==> src/rtl/jk_pkg.sv <==
// jk_pkg: shared JK control codes and small helpers for building per-bit codes.
//   JK_HOLD / JK_CLR / JK_SET / JK_TGL are the 2-bit codes applied to jk_cell.
package jk_pkg;

   localparam logic [1:0] JK_HOLD = 2'b00;
   localparam logic [1:0] JK_CLR  = 2'b01;
   localparam logic [1:0] JK_SET  = 2'b10;
   localparam logic [1:0] JK_TGL  = 2'b11;

   // Drive a bit to an absolute value (loads and wraps).
   function automatic logic [1:0] jk_force(input logic b);
      return b ? JK_SET : JK_CLR;
   endfunction

   // Relative update: toggle bits that change, hold the rest.
   function automatic logic [1:0] jk_step(input logic flip);
      return flip ? JK_TGL : JK_HOLD;
   endfunction

endpackage

==> src/rtl/jk_cell.sv <==
// jk_cell: single JK flip-flop with asynchronous active-low reset to 0.
//   clk   : rising-edge clock
//   rst_n : asynchronous reset, active-low
//   jk    : 2-bit code {J,K}: 00 hold, 01 clear, 10 set, 11 toggle
//   q     : stored bit
//   qbar  : complement of q (follows q at all times, including reset)
module jk_cell
   import jk_pkg::*;
(
   input  logic       clk,
   input  logic       rst_n,
   input  logic [1:0] jk,
   output logic       q,
   output logic       qbar
);

   always_ff @(posedge clk or negedge rst_n) begin
      if (!rst_n) begin
         q <= 1'b0;
      end else begin
         unique case (jk)
            JK_HOLD: q <= q;
            JK_CLR:  q <= 1'b0;
            JK_SET:  q <= 1'b1;
            JK_TGL:  q <= ~q;
         endcase
      end
   end

   assign qbar = ~q;

endmodule

==> src/rtl/jk_counter.sv <==
// jk_counter: modulo-MODULUS up/down counter built from WIDTH JK cells.
//   clk   : rising-edge clock
//   rst_n : asynchronous reset, active-low (q=0)
//   en    : count enable
//   up    : direction, 1 = up, 0 = down
//   load  : synchronous parallel load (priority over en)
//   d     : load value, values >= MODULUS load MODULUS-1
//   q     : registered count, qbar its complement
//   tc    : terminal count, combinational
// Build option: define JK_COUNTER_SAT_EN to saturate at the ends instead of wrapping.
module jk_counter
   import jk_pkg::*;
#(
   parameter int WIDTH   = 4,
   parameter int MODULUS = 10
) (
   input  logic             clk,
   input  logic             rst_n,
   input  logic             en,
   input  logic             up,
   input  logic             load,
   input  logic [WIDTH-1:0] d,
   output logic [WIDTH-1:0] q,
   output logic [WIDTH-1:0] qbar,
   output logic             tc
);

   localparam logic [WIDTH-1:0] Q_MAX   = WIDTH'(MODULUS - 1);
   localparam logic [WIDTH:0]   MOD_EXT = (WIDTH + 1)'(MODULUS);

   logic [WIDTH-1:0]      q_int;
   logic [WIDTH-1:0]      qbar_int;
   logic [WIDTH-1:0]      q_inc;
   logic [WIDTH-1:0]      q_dec;
   logic [WIDTH-1:0]      ld_val;
   logic                  at_max;
   logic                  at_zero;
   logic [WIDTH-1:0][1:0] jk_code;

   assign q_inc   = q_int + WIDTH'(1);
   assign q_dec   = q_int - WIDTH'(1);
   // >= rather than == so an out-of-range value can only ever fall back into range
   assign at_max  = (q_int >= Q_MAX);
   assign at_zero = (q_int == '0);
   // extra top bit lets MODULUS == 2**WIDTH compare correctly
   assign ld_val  = ({1'b0, d} >= MOD_EXT) ? Q_MAX : d;

   always_comb begin
      jk_code = '0;
      for (int i = 0; i < WIDTH; i++) begin
         jk_code[i] = JK_HOLD;
         if (load) begin
            jk_code[i] = jk_force(ld_val[i]);
         end else if (en) begin
            if (up) begin
               if (at_max) begin
`ifdef JK_COUNTER_SAT_EN
                  jk_code[i] = JK_HOLD;
`else
                  jk_code[i] = jk_force(1'b0);
`endif
               end else begin
                  jk_code[i] = jk_step(q_int[i] ^ q_inc[i]);
               end
            end else begin
               if (at_zero) begin
`ifdef JK_COUNTER_SAT_EN
                  jk_code[i] = JK_HOLD;
`else
                  jk_code[i] = jk_force(Q_MAX[i]);
`endif
               end else begin
                  jk_code[i] = jk_step(q_int[i] ^ q_dec[i]);
               end
            end
         end
      end
   end

   for (genvar g = 0; g < WIDTH; g++) begin : g_bit
      jk_cell u_cell (
         .clk  (clk),
         .rst_n(rst_n),
         .jk   (jk_code[g]),
         .q    (q_int[g]),
         .qbar (qbar_int[g])
      );
   end

   assign q    = q_int;
   assign qbar = qbar_int;
   assign tc   = en & ((up & (q_int == Q_MAX)) | (~up & at_zero));

endmodule

==> config.mk <==
export PLATFORM = sky130hd
export DESIGN_NAME = jk_counter
export DESIGN_NICKNAME = d
export VERILOG_FILES = /design/src/rtl/jk_pkg.sv /design/src/rtl/jk_cell.sv /design/src/rtl/jk_counter.sv
export SDC_FILE = /design/constraint.sdc
export NUM_CORES = 1
export LEC_CHECK = 0
export CAP_MARGIN = 10
export CORE_AREA = 2 2 39 41
export DETAILED_ROUTE_END_ITERATION = 16
export DIE_AREA = 0 0 41 43
export PLACE_DENSITY = 0.75
export SLEW_MARGIN = 5
export SYNTH_ARGS = -nofsm -noshare
export SYNTH_HDL_FRONTEND = slang
export SYNTH_HIERARCHICAL = 1
export SYNTH_SLANG_ARGS = --single-unit
==> constraint.sdc <==
create_clock -name clk -period 3.1 [get_ports clk]
set_input_delay 0.775 -clock clk [delete_from_list [all_inputs] [get_ports clk]]
set_output_delay 0.775 -clock clk [all_outputs]
set_load 0.1 [all_outputs]
Word level (Yosys, flattened, before mapping)
Cells that the tools add are included.

$lt $le $gt $ge: 2. Muxes and demuxes: 37. Eq/ne operators: 13. Add/sub/neg operators: 2. Reductions and logical operators: 5. Bitwise operators: 17.

Operators with widths (number): $mux 2 (32); $eq 2x2->1 const B (8); $pmux 1 s3 (4); $eq 2x1->1 const B (4); $ge 4x4->1 const B (2); $logic_not 2->1 (4); $xor 1x1->1 (8); $not 1->1 (5); $add 4x1->4 const B (1); $eq 4x4->1 const B (1); $logic_not 4->1 (1); $mux 4 (1); $sub 4x1->4 const B (1); $and 1x1->1 (3); $or 1x1->1 (1).

Input bits: 9. Output and inout bits: 9. Bits in registers: 4.

Logic depth before layout (Yosys ltp)
Depth in word-level cells: 9. Gate-level depth with buffers: 8. Gate-level depth less buffers: 8.

By module
Netlist, hierarchy kept.

Modules (own cells, without submodules): jk_counter (times used 1, area each 327.8 µm², cells each 48, sequential area each 0.0 µm²); jk_cell (times used 4, area each 37.5 µm², cells each 4, sequential area each 25.0 µm²).

Worst setup path before layout
OpenSTA, ideal clock, no wires.

Path type: register to output. From: register g_bit[1].u_cell.q. To: output tc. Buffers on the path: 0. Arrival time: 3665 ps. Cell stages (with the launch flop): 7. Required time: 2325 ps. Path slack: -1340 ps. Path through: dfrtp_1 -> inv_1 -> ha_1 -> nand2b_1 -> nor2_1 -> a31oi_1 -> nor3b_1.

Word-level cells in the longest chain between the ends: 4. Elaborated cells on any way between the ends: 6. Classes of those cells: eq/ne: 1; bitwise: 4; reduce/logical: 1.

RTL lines: start, declared (line jk_cell.sv:13) `output logic q,`; start signal, assigned (line jk_cell.sv:22) `JK_HOLD: q <= q;`; start signal, assigned (line jk_cell.sv:25) `JK_TGL: q <= ~q;`; $eq 4x4->1 / $logic_not 4->1 (equally long branches) (line jk_counter.sv:92, jk_counter.sv:44); $and 1x1->1 (line jk_counter.sv:92) `assign tc = en & ((up & (q_int == Q_MAX)) | (~up & at_zero));`; $or 1x1->1 * (line jk_counter.sv:92); $and 1x1->1 * (line jk_counter.sv:92); end, declared (line jk_counter.sv:25) `output logic tc`.

Mark *: on every way between the ends. The rest lies on a longest branch, timed or not.

Worst setup path in the final report
From: input up. To: output tc.

Word-level cells in the longest chain between the ends: 4. Elaborated cells on any way between the ends: 5. Classes of those cells: bitwise: 5.

RTL lines: start, declared (line jk_counter.sv:20) `input logic up,`; $not 1->1 (line jk_counter.sv:92); $and 1x1->1 (line jk_counter.sv:92); $or 1x1->1 * (line jk_counter.sv:92); $and 1x1->1 * (line jk_counter.sv:92).

Marks and branches as above.

==> reports/summary.txt <==
outcome: finished, final reports clean
startpoint types: primary input
busiest grt layer: met2
worst-margin pin slew: 0.360 ns
GR Layer Usage met2: 25.3%
#FFs+latches synth: 4
post-route cell area: 698 um2
Top Registers: g_bit.u_cell/q: 4 flops
Final Hold Violating Endpoints: 0
drt wl/cell: 10.9 um
most common cell in the synthesized netlist: inv_1
H-tree Lvls: 1
row count: 14
Hold Path Stages: 1
drt first pass iters: 4
Top reg by flops: g_bit.u_cell/q
first-pass GRT wire length: 1770 um
EDFF count, synth: 0
dpl ws: 0.451 ns
Slew HR: 76.0%
post-layout util: 50.5%
final setup fails: 0
io pins: 18
Chip Height: 43 um
fmax: 378 MHz
asr flop ratio synth: 100%
largest net degree at the start of global routing: 11
core area: 1380 um2
largest family of logic cells by synthesized area: compound AO/OA/AOI/OAI gates
antenna cells: 0
Die Wd: 41 um
Final period util: 85.4%
critical path capture point type: output pin
total number of vias: 513
Final min period: 2.65 ns
met1 Use GR: 16.0%
Area growth syn-to-layout: 46.1%
proportion of synthesized chip area in sequential cells: 20.9%
top cells by area, synth: dfrtp_1, ha_1, a21oi_1, inv_1, nor2_1
flop2flop setup slack: 1.25 ns
Hold-fix buffers, CTS: 0
CTS Buffer Depth: 2
post-synthesis mux area share: 2.09%
final-stage net count: 99
Synth top cells by count: inv_1, a21oi_1, nor2_1
GRT Total Usage: 14.3%
post-synth net total: 77
DRT iter0 DRCs: 4
Max Slew Vio Count: 0
Fin Setup TNS: 0 ns
Hold Crit Class: reg2reg
crit path DAT: 1.87 ns
post-synth top area share: 20.9%
met3 Usage GRT: 1.57%
worst-skew pair later-pin latency: 0.23 ns
DRT Wirelength: 1090 um
cts repair resizes: 0
Ys Warns: 6
clock sink count: 4
Setup Crit Path Kind: in2out
layout cells sized above 1: 21.4%
total CTS buffers: 3
simple-gate area share of the yosys netlist: 26.7%
GP Congestion: 0.737
HP Start: g_bit[0].u_cell/q
initial antenna violation count: 0
reg-to-reg startpoint: g_bit[1].u_cell/q
placed cell area: 676 um2
worst clock skew: 0.00136 ns
peak fanout along the critical path: 3
r2r worst-path depth: 7
final worst setup slack: 0.453 ns
clock root cell: clkbuf_4
Initial Util: 34.5%
distinct cell type count after synthesis: 28
GRT overflow: 0
Avg Cell Area, Syn: 7.47 um2
RSZ-0062 raised after global routing: false
predominant post-synthesis flop cell: dfrtp_1
complex-gate fraction of the synthesized area: 30.9%
Residual DRC: 0
Largest register FFs: 4
vias per inst: 5.13
Synth Instances: 64
die footprint: 1760 um2
FF-to-FF End: g_bit[1].u_cell/q
clk slew on worst S/H paths: 0.03 ns
setup bufs post-CTS: 0
post-route ant nets: 0
CTS tree: done
mapped cell area: 478 um2
Post-DP HPWL: 901 um
I/O Buffers: 17
WHS Endpoint: g_bit[0].u_cell/q
leading area contributor after synthesis: dfrtp_1
post-synthesis adder-cell area fraction: 10.5%
xor and xnor area share after synthesis: 1.83%
Max Cap Violations: 0
CP required: 2.32 ns
vias in the first global route: 470
-- worst max-delay path: stages --
cell and delay (ns):
clkdlybuf4s50_1 0.50, a31oi_1 0.13, nor3b_4 0.26, buf_12 0.20
-- metrics by stage --
stage	instances	hold slack (ns)
final	100	0.566
after global routing	100	0.597
after CTS	100	0.565
after detailed placement	97	0.562
after global placement	97	0.561
after floorplan	64	0.479
-- kinds of logic (layout without fill, tap and decap cells) --
| group | after synthesis | after routing |
|---|---|---|
| AO/OA/AOI/OAI | 22 | 22 |
| XOR/XNOR | 1 | 1 |
| adder cells (fa/ha/maj) | 4 | 4 |
| buffers and inverters | 9 | 29 |
| flip-flops | 4 | 4 |
| multiplexers | 1 | 1 |
| AND/OR/NAND/NOR | 23 | 23 |
-- metal layers --
layer,vias to the layer above,routed length [um]
met3,0,45
met5,-,0
met2,11,581
met4,0,0
met1,238,465
li1,264,-
-- cell type report --
type	count	area, um2
sequential	4	103
clock buffer	3	22.5
fill	140	686
multi-input combinational	51	355
tap	16	20.0
inverter	8	30.0
timing repair buffer	18	168
-- worst max path at each step --
stage / cells past startpoint / start / to
after floorplan: 2 / g_bit[3].u_cell/q / tc
after CTS: 4 / up / tc
after global routing: 5 / up / tc
after global placement: 4 / up / tc
after detailed placement: 4 / up / tc
final: 4 / up / tc
-- placed cells by master (no fill, tap or decap), types with 2 or more instances in the layout --
master,count
buf_4,9
inv_1,8
clkdlybuf4s50_1,8
a21oi_1,6
nor2_1,6
ha_1,4
nand2_1,3
o21ai_0,3
clkbuf_4,3
o31ai_1,2
nor2b_1,2
o21a_1,2
nand3_1,2
nand2b_1,2
nand3b_1,2
a21o_1,2
o21ai_1,2
dfrtp_2,2
dfrtp_1,2
Power is not shown: default switching activity piles up to over one toggle a cycle in this logic, so the estimate is an artifact.
